===== src/rtl/audio_path_router_pkg.sv =====
// Shared types and saturation helpers for the audio sample router.
package audio_path_pkg;

   localparam int OUT_W_DEF = 16;
   localparam int SAT_W     = 48;

   typedef enum logic [2:0] {
      ST_IDLE,
      ST_COND,
      ST_SEND,
      ST_WAIT,
      ST_OUT
   } state_t;

   // Largest value representable in a w-bit two's complement word.
   function automatic logic signed [SAT_W-1:0] clamp_hi(input int w);
      logic signed [SAT_W-1:0] hi;
      hi = '0;
      for (int i = 0; i < SAT_W; i++) begin
         if (i < w - 1) hi[i] = 1'b1;
      end
      return hi;
   endfunction

   // Smallest value representable in a w-bit two's complement word.
   function automatic logic signed [SAT_W-1:0] clamp_lo(input int w);
      return ~clamp_hi(w);
   endfunction

   // Clamp a wide signed value into the w-bit signed range.
   function automatic logic signed [SAT_W-1:0] sat(input logic signed [SAT_W-1:0] v,
                                                   input int w);
      logic signed [SAT_W-1:0] r;
      if (v > clamp_hi(w))      r = clamp_hi(w);
      else if (v < clamp_lo(w)) r = clamp_lo(w);
      else                      r = v;
      return r;
   endfunction

endpackage


===== src/rtl/audio_path_router_if.sv =====
// Sample-stream bus: ADC capture, effects send/return, DAC output handshake.
interface audio_path_router_if #(
   parameter int IN_W  = 12,
   parameter int OUT_W = 16,
   parameter int CH_W  = 1
);
   logic             in_valid;
   logic [CH_W-1:0]  in_ch;
   logic [IN_W-1:0]  in_sample;
   logic             fx_send_valid;
   logic [OUT_W-1:0] fx_send_sample;
   logic             fx_ret_valid;
   logic [OUT_W-1:0] fx_ret_sample;
   logic             out_valid;
   logic             out_ready;
   logic [CH_W-1:0]  out_ch;
   logic [OUT_W-1:0] out_sample;

   modport master (
      output in_valid, in_ch, in_sample, fx_ret_valid, fx_ret_sample, out_ready,
      input  fx_send_valid, fx_send_sample, out_valid, out_ch, out_sample
   );

   modport slave (
      input  in_valid, in_ch, in_sample, fx_ret_valid, fx_ret_sample, out_ready,
      output fx_send_valid, fx_send_sample, out_valid, out_ch, out_sample
   );
endinterface


===== src/rtl/audio_path_router_peak_meter.sv =====
// Peak-hold LED bar: captures the level of each delivered sample and
// lets the held level fall one LED per PEAK_DECAY idle cycles.
module peak_meter #(
   parameter int OUT_W      = 16,
   parameter int PEAK_DECAY = 2500000
) (
   input  logic             clk,
   input  logic             rst,
   input  logic             hs_valid,
   input  logic [OUT_W-1:0] hs_sample,
   output logic [9:0]       led_bar
);

   localparam int DCNT_W = $clog2(PEAK_DECAY + 1);

   logic [OUT_W-1:0]  mag;
   logic [3:0]        level;
   logic [3:0]        held_q;
   logic [DCNT_W-1:0] decay_cnt_q;

   // Magnitude of the delivered sample; the most negative code reads as full scale.
   always_comb begin
      if (!hs_sample[OUT_W-1])
         mag = hs_sample;
      else if (hs_sample == {1'b1, {(OUT_W-1){1'b0}}})
         mag = {1'b0, {(OUT_W-1){1'b1}}};
      else
         mag = OUT_W'(-hs_sample);
   end

   // Level = number of octave thresholds the magnitude reaches.
   always_comb begin
      level = '0;
      for (int i = 0; i < 10; i++) begin
         if (mag >= (OUT_W'(1) << (OUT_W - 11 + i))) level = level + 4'd1;
      end
   end

   // Hold the loudest level; decay on terminal count of the down-counter.
   always_ff @(posedge clk) begin
      if (rst) begin
         held_q      <= '0;
         decay_cnt_q <= '0;
      end else if (hs_valid && (level >= held_q)) begin
         held_q      <= level;
         decay_cnt_q <= DCNT_W'(PEAK_DECAY - 1);
      end else if (decay_cnt_q == '0) begin
         decay_cnt_q <= DCNT_W'(PEAK_DECAY - 1);
         if (held_q != '0) held_q <= held_q - 4'd1;
      end else begin
         decay_cnt_q <= decay_cnt_q - DCNT_W'(1);
      end
   end

   // Thermometer code of the held level.
   always_comb begin
      led_bar = '0;
      for (int i = 0; i < 10; i++) led_bar[i] = (held_q > 4'(i));
   end

endmodule


===== src/rtl/audio_path_router.sv =====
// ADC-to-DAC sample router: offset-binary conversion, per-channel DC
// removal, dry path with gain/saturation or effects send/return with
// timeout fallback, drop counting and a peak-hold meter.
//
// state | meaning
// IDLE  | waiting for an ADC sample
// COND  | convert / DC-correct, choose dry or effects route
// SEND  | one-cycle strobe of conditioned sample to effects
// WAIT  | waiting for effects return or timeout
// OUT   | sample presented to DAC stage until accepted
module audio_path_router
   import audio_path_pkg::*;
#(
   parameter int IN_W       = 12,
   parameter int OUT_W      = OUT_W_DEF,
   parameter int N_CH       = 2,
   parameter int DC_SHIFT   = 10,
   parameter int FX_TIMEOUT = 1024,
   parameter int PEAK_DECAY = 2500000
) (
   input  logic        clk,
   input  logic        rst,
   audio_path_router_if.slave bus,
   input  logic        bypass,
   input  logic [2:0]  gain_shift,
   input  logic        dc_en,
   output logic        clip,
   output logic        fx_timeout,
   output logic [15:0] drop_cnt,
   output logic [9:0]  led_bar
);

   localparam int CH_W  = (N_CH > 1) ? $clog2(N_CH) : 1;
   localparam int ACC_W = OUT_W + DC_SHIFT;
   localparam int TMO_W = $clog2(FX_TIMEOUT + 1);

   state_t state_q, state_d;

   logic [CH_W-1:0]         cap_ch;
   logic [IN_W-1:0]         cap_sample;
   logic                    cap_bypass;
   logic [2:0]              cap_gain;
   logic signed [OUT_W-1:0] y_q;
   logic [OUT_W-1:0]        out_q;
   logic                    clip_q;
   logic                    fx_timeout_q;
   logic [15:0]             drop_q;
   logic [TMO_W-1:0]        tmo_cnt_q;
   logic signed [ACC_W-1:0] acc_q [N_CH];

   logic                    out_valid_c;
   logic                    fx_send_valid_c;

   logic signed [OUT_W-1:0] x_cond;
   logic signed [ACC_W-1:0] acc_cur;
   logic signed [ACC_W-1:0] dc_est;
   logic signed [ACC_W-1:0] diff_w;
   logic signed [OUT_W-1:0] y_cond;
   logic signed [SAT_W-1:0] gained;
   logic signed [SAT_W-1:0] gained_sat;

   // Offset-binary to signed: invert the MSB, then left-justify into OUT_W.
   assign x_cond  = {~cap_sample[IN_W-1], cap_sample[IN_W-2:0], {(OUT_W-IN_W){1'b0}}};
   assign acc_cur = acc_q[cap_ch];
   assign dc_est  = acc_cur >>> DC_SHIFT;
   assign diff_w  = ACC_W'(x_cond) - dc_est;

   // Conditioned sample and the gained/saturated dry-path value.
   always_comb begin
      y_cond     = dc_en ? OUT_W'(sat(SAT_W'(diff_w), OUT_W)) : x_cond;
      gained     = SAT_W'(y_cond) <<< cap_gain;
      gained_sat = sat(gained, OUT_W);
   end

   // State register.
   always_ff @(posedge clk) begin
      if (rst) state_q <= ST_IDLE;
      else     state_q <= state_d;
   end

   // Next-state and handshake strobes.
   always_comb begin
      state_d         = state_q;
      out_valid_c     = 1'b0;
      fx_send_valid_c = 1'b0;
      case (state_q)
         ST_IDLE: if (bus.in_valid) state_d = ST_COND;
         ST_COND: state_d = cap_bypass ? ST_OUT : ST_SEND;
         ST_SEND: begin
            fx_send_valid_c = 1'b1;
            state_d         = ST_WAIT;
         end
         ST_WAIT: if (bus.fx_ret_valid || (tmo_cnt_q == '0)) state_d = ST_OUT;
         ST_OUT: begin
            out_valid_c = 1'b1;
            if (bus.out_ready) state_d = ST_IDLE;
         end
         default: state_d = ST_IDLE;
      endcase
   end

   // Capture, conditioning, routing results, timeout and drop bookkeeping.
   always_ff @(posedge clk) begin
      if (rst) begin
         cap_ch       <= '0;
         cap_sample   <= '0;
         cap_bypass   <= 1'b0;
         cap_gain     <= '0;
         y_q          <= '0;
         out_q        <= '0;
         clip_q       <= 1'b0;
         fx_timeout_q <= 1'b0;
         drop_q       <= '0;
         tmo_cnt_q    <= '0;
         for (int i = 0; i < N_CH; i++) acc_q[i] <= '0;
      end else begin
         clip_q       <= 1'b0;
         fx_timeout_q <= 1'b0;
         if (bus.in_valid && (state_q != ST_IDLE) && (drop_q != 16'hFFFF))
            drop_q <= drop_q + 16'd1;
         case (state_q)
            ST_IDLE: begin
               if (bus.in_valid) begin
                  cap_ch     <= bus.in_ch;
                  cap_sample <= bus.in_sample;
                  cap_bypass <= bypass;
                  cap_gain   <= gain_shift;
               end
            end
            ST_COND: begin
               y_q <= y_cond;
               if (dc_en) acc_q[cap_ch] <= acc_cur + diff_w;
               if (cap_bypass) begin
                  out_q  <= OUT_W'(gained_sat);
                  clip_q <= (gained_sat != gained);
               end
            end
            ST_SEND: tmo_cnt_q <= TMO_W'(FX_TIMEOUT - 1);
            ST_WAIT: begin
               if (bus.fx_ret_valid) begin
                  out_q <= bus.fx_ret_sample;
               end else if (tmo_cnt_q == '0) begin
                  out_q        <= y_q;
                  fx_timeout_q <= 1'b1;
               end else begin
                  tmo_cnt_q <= tmo_cnt_q - TMO_W'(1);
               end
            end
            default: ;
         endcase
      end
   end

   assign bus.out_valid      = out_valid_c;
   assign bus.out_sample     = out_q;
   assign bus.out_ch         = cap_ch;
   assign bus.fx_send_valid  = fx_send_valid_c;
   assign bus.fx_send_sample = y_q;
   assign clip               = clip_q;
   assign fx_timeout         = fx_timeout_q;
   assign drop_cnt           = drop_q;

   peak_meter #(
      .OUT_W      (OUT_W),
      .PEAK_DECAY (PEAK_DECAY)
   ) u_peak (
      .clk       (clk),
      .rst       (rst),
      .hs_valid  (out_valid_c && bus.out_ready),
      .hs_sample (out_q),
      .led_bar   (led_bar)
   );

endmodule


===== src/flat_wrapper.sv =====
// flat-port wrapper written by rule: the top's interface ports become plain ports
module audio_path_router_flat import audio_path_pkg::*;
#(
   parameter int IN_W       = 12,
   parameter int OUT_W      = OUT_W_DEF,
   parameter int N_CH       = 2,
   parameter int DC_SHIFT   = 10,
   parameter int FX_TIMEOUT = 1024,
   parameter int PEAK_DECAY = 2500000
)
  (clk, rst, bypass, gain_shift, dc_en, clip, fx_timeout, drop_cnt, led_bar, bus_in_valid, bus_in_ch, bus_in_sample, bus_fx_ret_valid, bus_fx_ret_sample, bus_out_ready, bus_fx_send_valid, bus_fx_send_sample, bus_out_valid, bus_out_ch, bus_out_sample);
  audio_path_router_if #(.IN_W(IN_W), .OUT_W(OUT_W), .CH_W((1))) bus_i ();
  input  logic clk;
  input  logic rst;
  input  logic bypass;
  input  logic [2:0] gain_shift;
  input  logic dc_en;
  output logic clip;
  output logic fx_timeout;
  output logic [15:0] drop_cnt;
  output logic [9:0] led_bar;
  input wire logic [$bits(bus_i.in_valid)-1:0] bus_in_valid;
  input wire logic [$bits(bus_i.in_ch)-1:0] bus_in_ch;
  input wire logic [$bits(bus_i.in_sample)-1:0] bus_in_sample;
  input wire logic [$bits(bus_i.fx_ret_valid)-1:0] bus_fx_ret_valid;
  input wire logic [$bits(bus_i.fx_ret_sample)-1:0] bus_fx_ret_sample;
  input wire logic [$bits(bus_i.out_ready)-1:0] bus_out_ready;
  output wire logic [$bits(bus_i.fx_send_valid)-1:0] bus_fx_send_valid;
  output wire logic [$bits(bus_i.fx_send_sample)-1:0] bus_fx_send_sample;
  output wire logic [$bits(bus_i.out_valid)-1:0] bus_out_valid;
  output wire logic [$bits(bus_i.out_ch)-1:0] bus_out_ch;
  output wire logic [$bits(bus_i.out_sample)-1:0] bus_out_sample;
  assign bus_i.in_valid = bus_in_valid;
  assign bus_i.in_ch = bus_in_ch;
  assign bus_i.in_sample = bus_in_sample;
  assign bus_i.fx_ret_valid = bus_fx_ret_valid;
  assign bus_i.fx_ret_sample = bus_fx_ret_sample;
  assign bus_i.out_ready = bus_out_ready;
  assign bus_fx_send_valid = bus_i.fx_send_valid;
  assign bus_fx_send_sample = bus_i.fx_send_sample;
  assign bus_out_valid = bus_i.out_valid;
  assign bus_out_ch = bus_i.out_ch;
  assign bus_out_sample = bus_i.out_sample;
  audio_path_router #(.IN_W(IN_W), .OUT_W(OUT_W), .N_CH(N_CH), .DC_SHIFT(DC_SHIFT), .FX_TIMEOUT(FX_TIMEOUT), .PEAK_DECAY(PEAK_DECAY)) u_core (.clk(clk), .rst(rst), .bus(bus_i), .bypass(bypass), .gain_shift(gain_shift), .dc_en(dc_en), .clip(clip), .fx_timeout(fx_timeout), .drop_cnt(drop_cnt), .led_bar(led_bar));
endmodule

===== config.mk =====
export PLATFORM = sky130hd
export DESIGN_NAME = audio_path_router_flat
export DESIGN_NICKNAME = d
export VERILOG_FILES = /design/src/rtl/audio_path_router_pkg.sv /design/src/rtl/audio_path_router_if.sv /design/src/rtl/audio_path_router_peak_meter.sv /design/src/rtl/audio_path_router.sv /design/src/flat_wrapper.sv
export SDC_FILE = /design/constraint.sdc
export NUM_CORES = 1
export LEC_CHECK = 0
export BUFFER_PORTS_ARGS = -buffer_cell sky130_fd_sc_hd__buf_2
export CORE_ASPECT_RATIO = 1.75
export CORE_MARGIN = 4
export CORE_UTILIZATION = 62
export CTS_BUF_LIST = sky130_fd_sc_hd__clkbuf_4
export DETAILED_ROUTE_END_ITERATION = 16
export PLACE_DENSITY = 0.85
export SETUP_SLACK_MARGIN = 0.15
export SYNTH_ARGS = -nofsm -noshare
export SYNTH_HDL_FRONTEND = slang
export SYNTH_SLANG_ARGS = --single-unit
export TNS_END_PERCENT = 50

===== constraint.sdc =====
create_clock -name clk -period 9.7 [get_ports clk]
set_input_delay 1.455 -clock clk [delete_from_list [all_inputs] [get_ports clk]]
set_output_delay 1.455 -clock clk [all_outputs]
set_load 0.05 [all_outputs]

==> results.json <==
{
  "syn_inst": 1315,
  "dieHeight_um": 184,
  "synth-seq-area-share_pct": 33.7,
  "worstMarginPinSlew_ps": 1110,
  "reg2reg_slack_ps": 560,
  "syn_area_um2": 11000,
  "post-route-util_pct": 68.8,
  "syn-mean-instance-area_um2": 8.39,
  "grt_pass1_vias": 10000,
  "core.rowCount": 64,
  "grt_pass1_wl_um": 47000,
  "power.density_nw_per_um2": 292,
  "cts_hold_buf": 0,
  "critical_path_buf_inv_count": 3,
  "total_power_w": 0.00351,
  "pre_cts_ws_ps": 242,
  "synthArstFlopShare_pct": 0,
  "finalCritPeriodShare_pct": 94.3,
  "min_path_type": "flop to flop",
  "maxCapViolCount": 0,
  "finalSetupViolations": 0,
  "tns_ps": 0,
  "synth.net_count": 1415,
  "synth_area_leaders": "dfxtp_1 20%, edfxtp_1 14%, ha_1 6.8%, nor2_1 6.1%, a21oi_1 4.8%",
  "root_buffer": "clkbuf_4",
  "cts_tree": "built",
  "grt-ovfl-total": 0,
  "synth_top_cell_by_area": "dfxtp_1",
  "hold_violations": 0,
  "path_depth": 40,
  "min_period_ps": 9140,
  "via_per_inst": 6.22,
  "ys_types": 78,
  "crit_arrival_ps": 9670,
  "synthTopCellsByCount": "180 x nor2_1, 116 x nand2_1, 108 x dfxtp_1",
  "synth.most_common_cell": "nor2_1",
  "status": "finished, final reports clean",
  "finClkSkew_ps": 22.0,
  "coreArea_um2": 17500,
  "path_delay_family": "simple AND/OR/NAND/NOR gates",
  "initial_core_util_pct": 63.2,
  "clk_pin_slew_ps": 140,
  "clockBufferDepth": 2,
  "via_count": 10200,
  "drtIter0Drc": 794,
  "synth_top_area_share_pct": 19.6,
  "crit_path_end_kind": "flop",
  "synth_ff_type": "dfxtp_1",
  "worstPathRequired_ps": 10220,
  "wl_per_cell_um": 17.6,
  "setup_slack_ps": 557,
  "rsz0062_at_grt": "no",
  "vdd_drop_max_v": 0.000276,
  "cp_slowest_cell": "or4b_4",
  "portBuffers": 101,
  "die_w_um": 109,
  "dieArea_um2": 20100,
  "slew_headroom_pct": 25.1,
  "gp_congestion": 0.969,
  "p_leak_nw": 4.96,
  "cts-htree-levels": 4,
  "cts_buffers": 17,
  "start_kind": "flop",
  "crit_fanout": 12,
  "crit_top_cell": "ha_1",
  "cts.sinks": 160,
  "hold-path-cell-count": 2,
  "critical-path-max-stage-delay_ps": 610,
  "area_growth_pct": 8.84,
  "ys_seq_elements": 160,
  "routed_wl_um": 28800,
  "clk_latency_ps": 590,
  "synth_edf_count": 52,
  "dp_hpwl_um": 22300,
  "nNetsFinal": 1487,
  "layout-drive-gt1-share_pct": 15.4,
  "ant_nets": 0,
  "whs_ps": 463,
  "yosysWarnings": 0,
  "route.detailed.drc": 0,
  "timing.fmax_mhz": 109,
  "dr.pass1.iters": 5,
  "slew_viol_final": 0,
  "grt_usage_pct": 29.2,
  "antenna_found_initial": 2,
  "pin_count": 102,
  "crit_type": "flop to flop",
  "rr_worst_depth": 40,
  "grt_max_degree": 100
}
==> final cells by class <==
| class | count | area, µm² |
|---|---|---|
| clock inverters | 14 | 148 |
| diodes | 2 | 5.00 |
| inverters | 66 | 248 |
| multi-input cells | 1027 | 6850 |
| clock buffers | 18 | 135 |
| flip-flops and latches | 160 | 3720 |
| fillers | 1453 | 5450 |
| well taps | 231 | 289 |
| repair buffers | 115 | 611 |
==> state kept, by name (all words and copies together) (netlist names), named ones only <==
| name | cells |
|---|---|
| u_core.acc_q | 52 |
| u_core.bus.fx_send_sample | 16 |
| u_core.bus.out_ch | 1 |
| u_core.bus.out_sample | 16 |
| u_core.cap_bypass | 1 |
| u_core.cap_gain | 3 |
| u_core.cap_sample | 12 |
| u_core.clip | 1 |
| u_core.drop_cnt | 16 |
| u_core.fx_timeout | 1 |
| u_core.state_q | 3 |
| u_core.tmo_cnt_q | 11 |
| u_core.u_peak.decay_cnt_q | 22 |
| u_core.u_peak.held_q | 4 |
==> metal layers <==
layer / GRT usage [%] / routed length (µm) / vias to the layer above
met5: 0 / 0 / -
met4: 19.8 / 1950 / 0
met3: 5.36 / 1490 / 126
met2: 53.6 / 15200 / 382
met1: 29.2 / 10200 / 4773
li1: - / - / 4876
==> layout by cell type, fill, tap and decap left out, types with 14 or more instances in the layout <==
cell type | netlist | layout
clkbuf_4 | 0 | 18
a31oi_1 | 16 | 16
edfxtp_1 | 52 | 52
nand2b_1 | 20 | 20
a21oi_1 | 105 | 105
nand2_1 | 116 | 116
buf_2 | 3 | 101
mux2i_1 | 38 | 38
buf_4 | 2 | 14
nor4_1 | 15 | 14
xor2_1 | 37 | 37
a211oi_1 | 20 | 20
nor2b_1 | 15 | 15
inv_1 | 64 | 64
nor2_1 | 180 | 177
nor3_1 | 40 | 40
mux2_2 | 20 | 20
o21ai_0 | 44 | 44
or3_1 | 15 | 14
ha_1 | 60 | 60
xnor2_1 | 58 | 58
dfxtp_1 | 108 | 108
a21o_1 | 17 | 17
nand3_1 | 24 | 23
nand4_1 | 20 | 20
==> kinds of logic (layout without fill, tap and decap cells) <==
| kind of cell | after synthesis | count (layout) | share of synthesized area (%) |
|---|---|---|---|
| AND/OR/NAND/NOR | 497 | 497 | 21.4 |
| adder cells (fa/ha/maj) | 61 | 61 | 6.98 |
| flip-flops | 160 | 160 | 33.7 |
| multiplexers | 70 | 70 | 7.87 |
| XOR/XNOR | 97 | 97 | 7.94 |
| AO/OA/AOI/OAI | 302 | 302 | 17.6 |
| other | 0 | 2 | 0 |
| buffers and inverters | 128 | 213 | 4.46 |
==> path summary, 6_finish.rpt <==
kind,start,endpoint
hold reg to reg,u_core.cap_gain[0],u_core.cap_gain[0]
setup reg to reg,u_core.bus.out_sample[1],u_core.u_peak.decay_cnt_q[9]
hold / removal,u_core.cap_gain[0],u_core.cap_gain[0]
setup / recovery,u_core.bus.out_sample[1],u_core.u_peak.decay_cnt_q[9]
==> worst register-to-register path: cells and delay by family (launching register included) <==
kind,cells,cell delay [ps]
buffers and inverters,3,310
adder cells (fa/ha/maj),10,2700
XOR/XNOR,1,170
flip-flops,1,360
AO/OA/AOI/OAI,7,1170
multiplexers,4,1140
AND/OR/NAND/NOR,15,3240
==> through the flow <==
step / area [µm²] / instances
after global placement: 11700 / 1599
after global routing: 12000 / 1633
after CTS: 12000 / 1631
final: 12000 / 1633
after floorplan: 11000 / 1315
after detailed placement: 11700 / 1599
==> power by group <==
part,switching (W),internal [W]
combinational,0.00131,0.000938
clock,0.000263,0.000139
sequential,0.0000792,0.000780
total,0.00165,0.00186
==> what timing repair did <==
action | CTS | global route
setup buffers | 0 | 0
endpoints found under the setup margin | 0 | 26
resized for setup | 0 | 8
No activity file was read; power rests on OpenSTA's default activity.
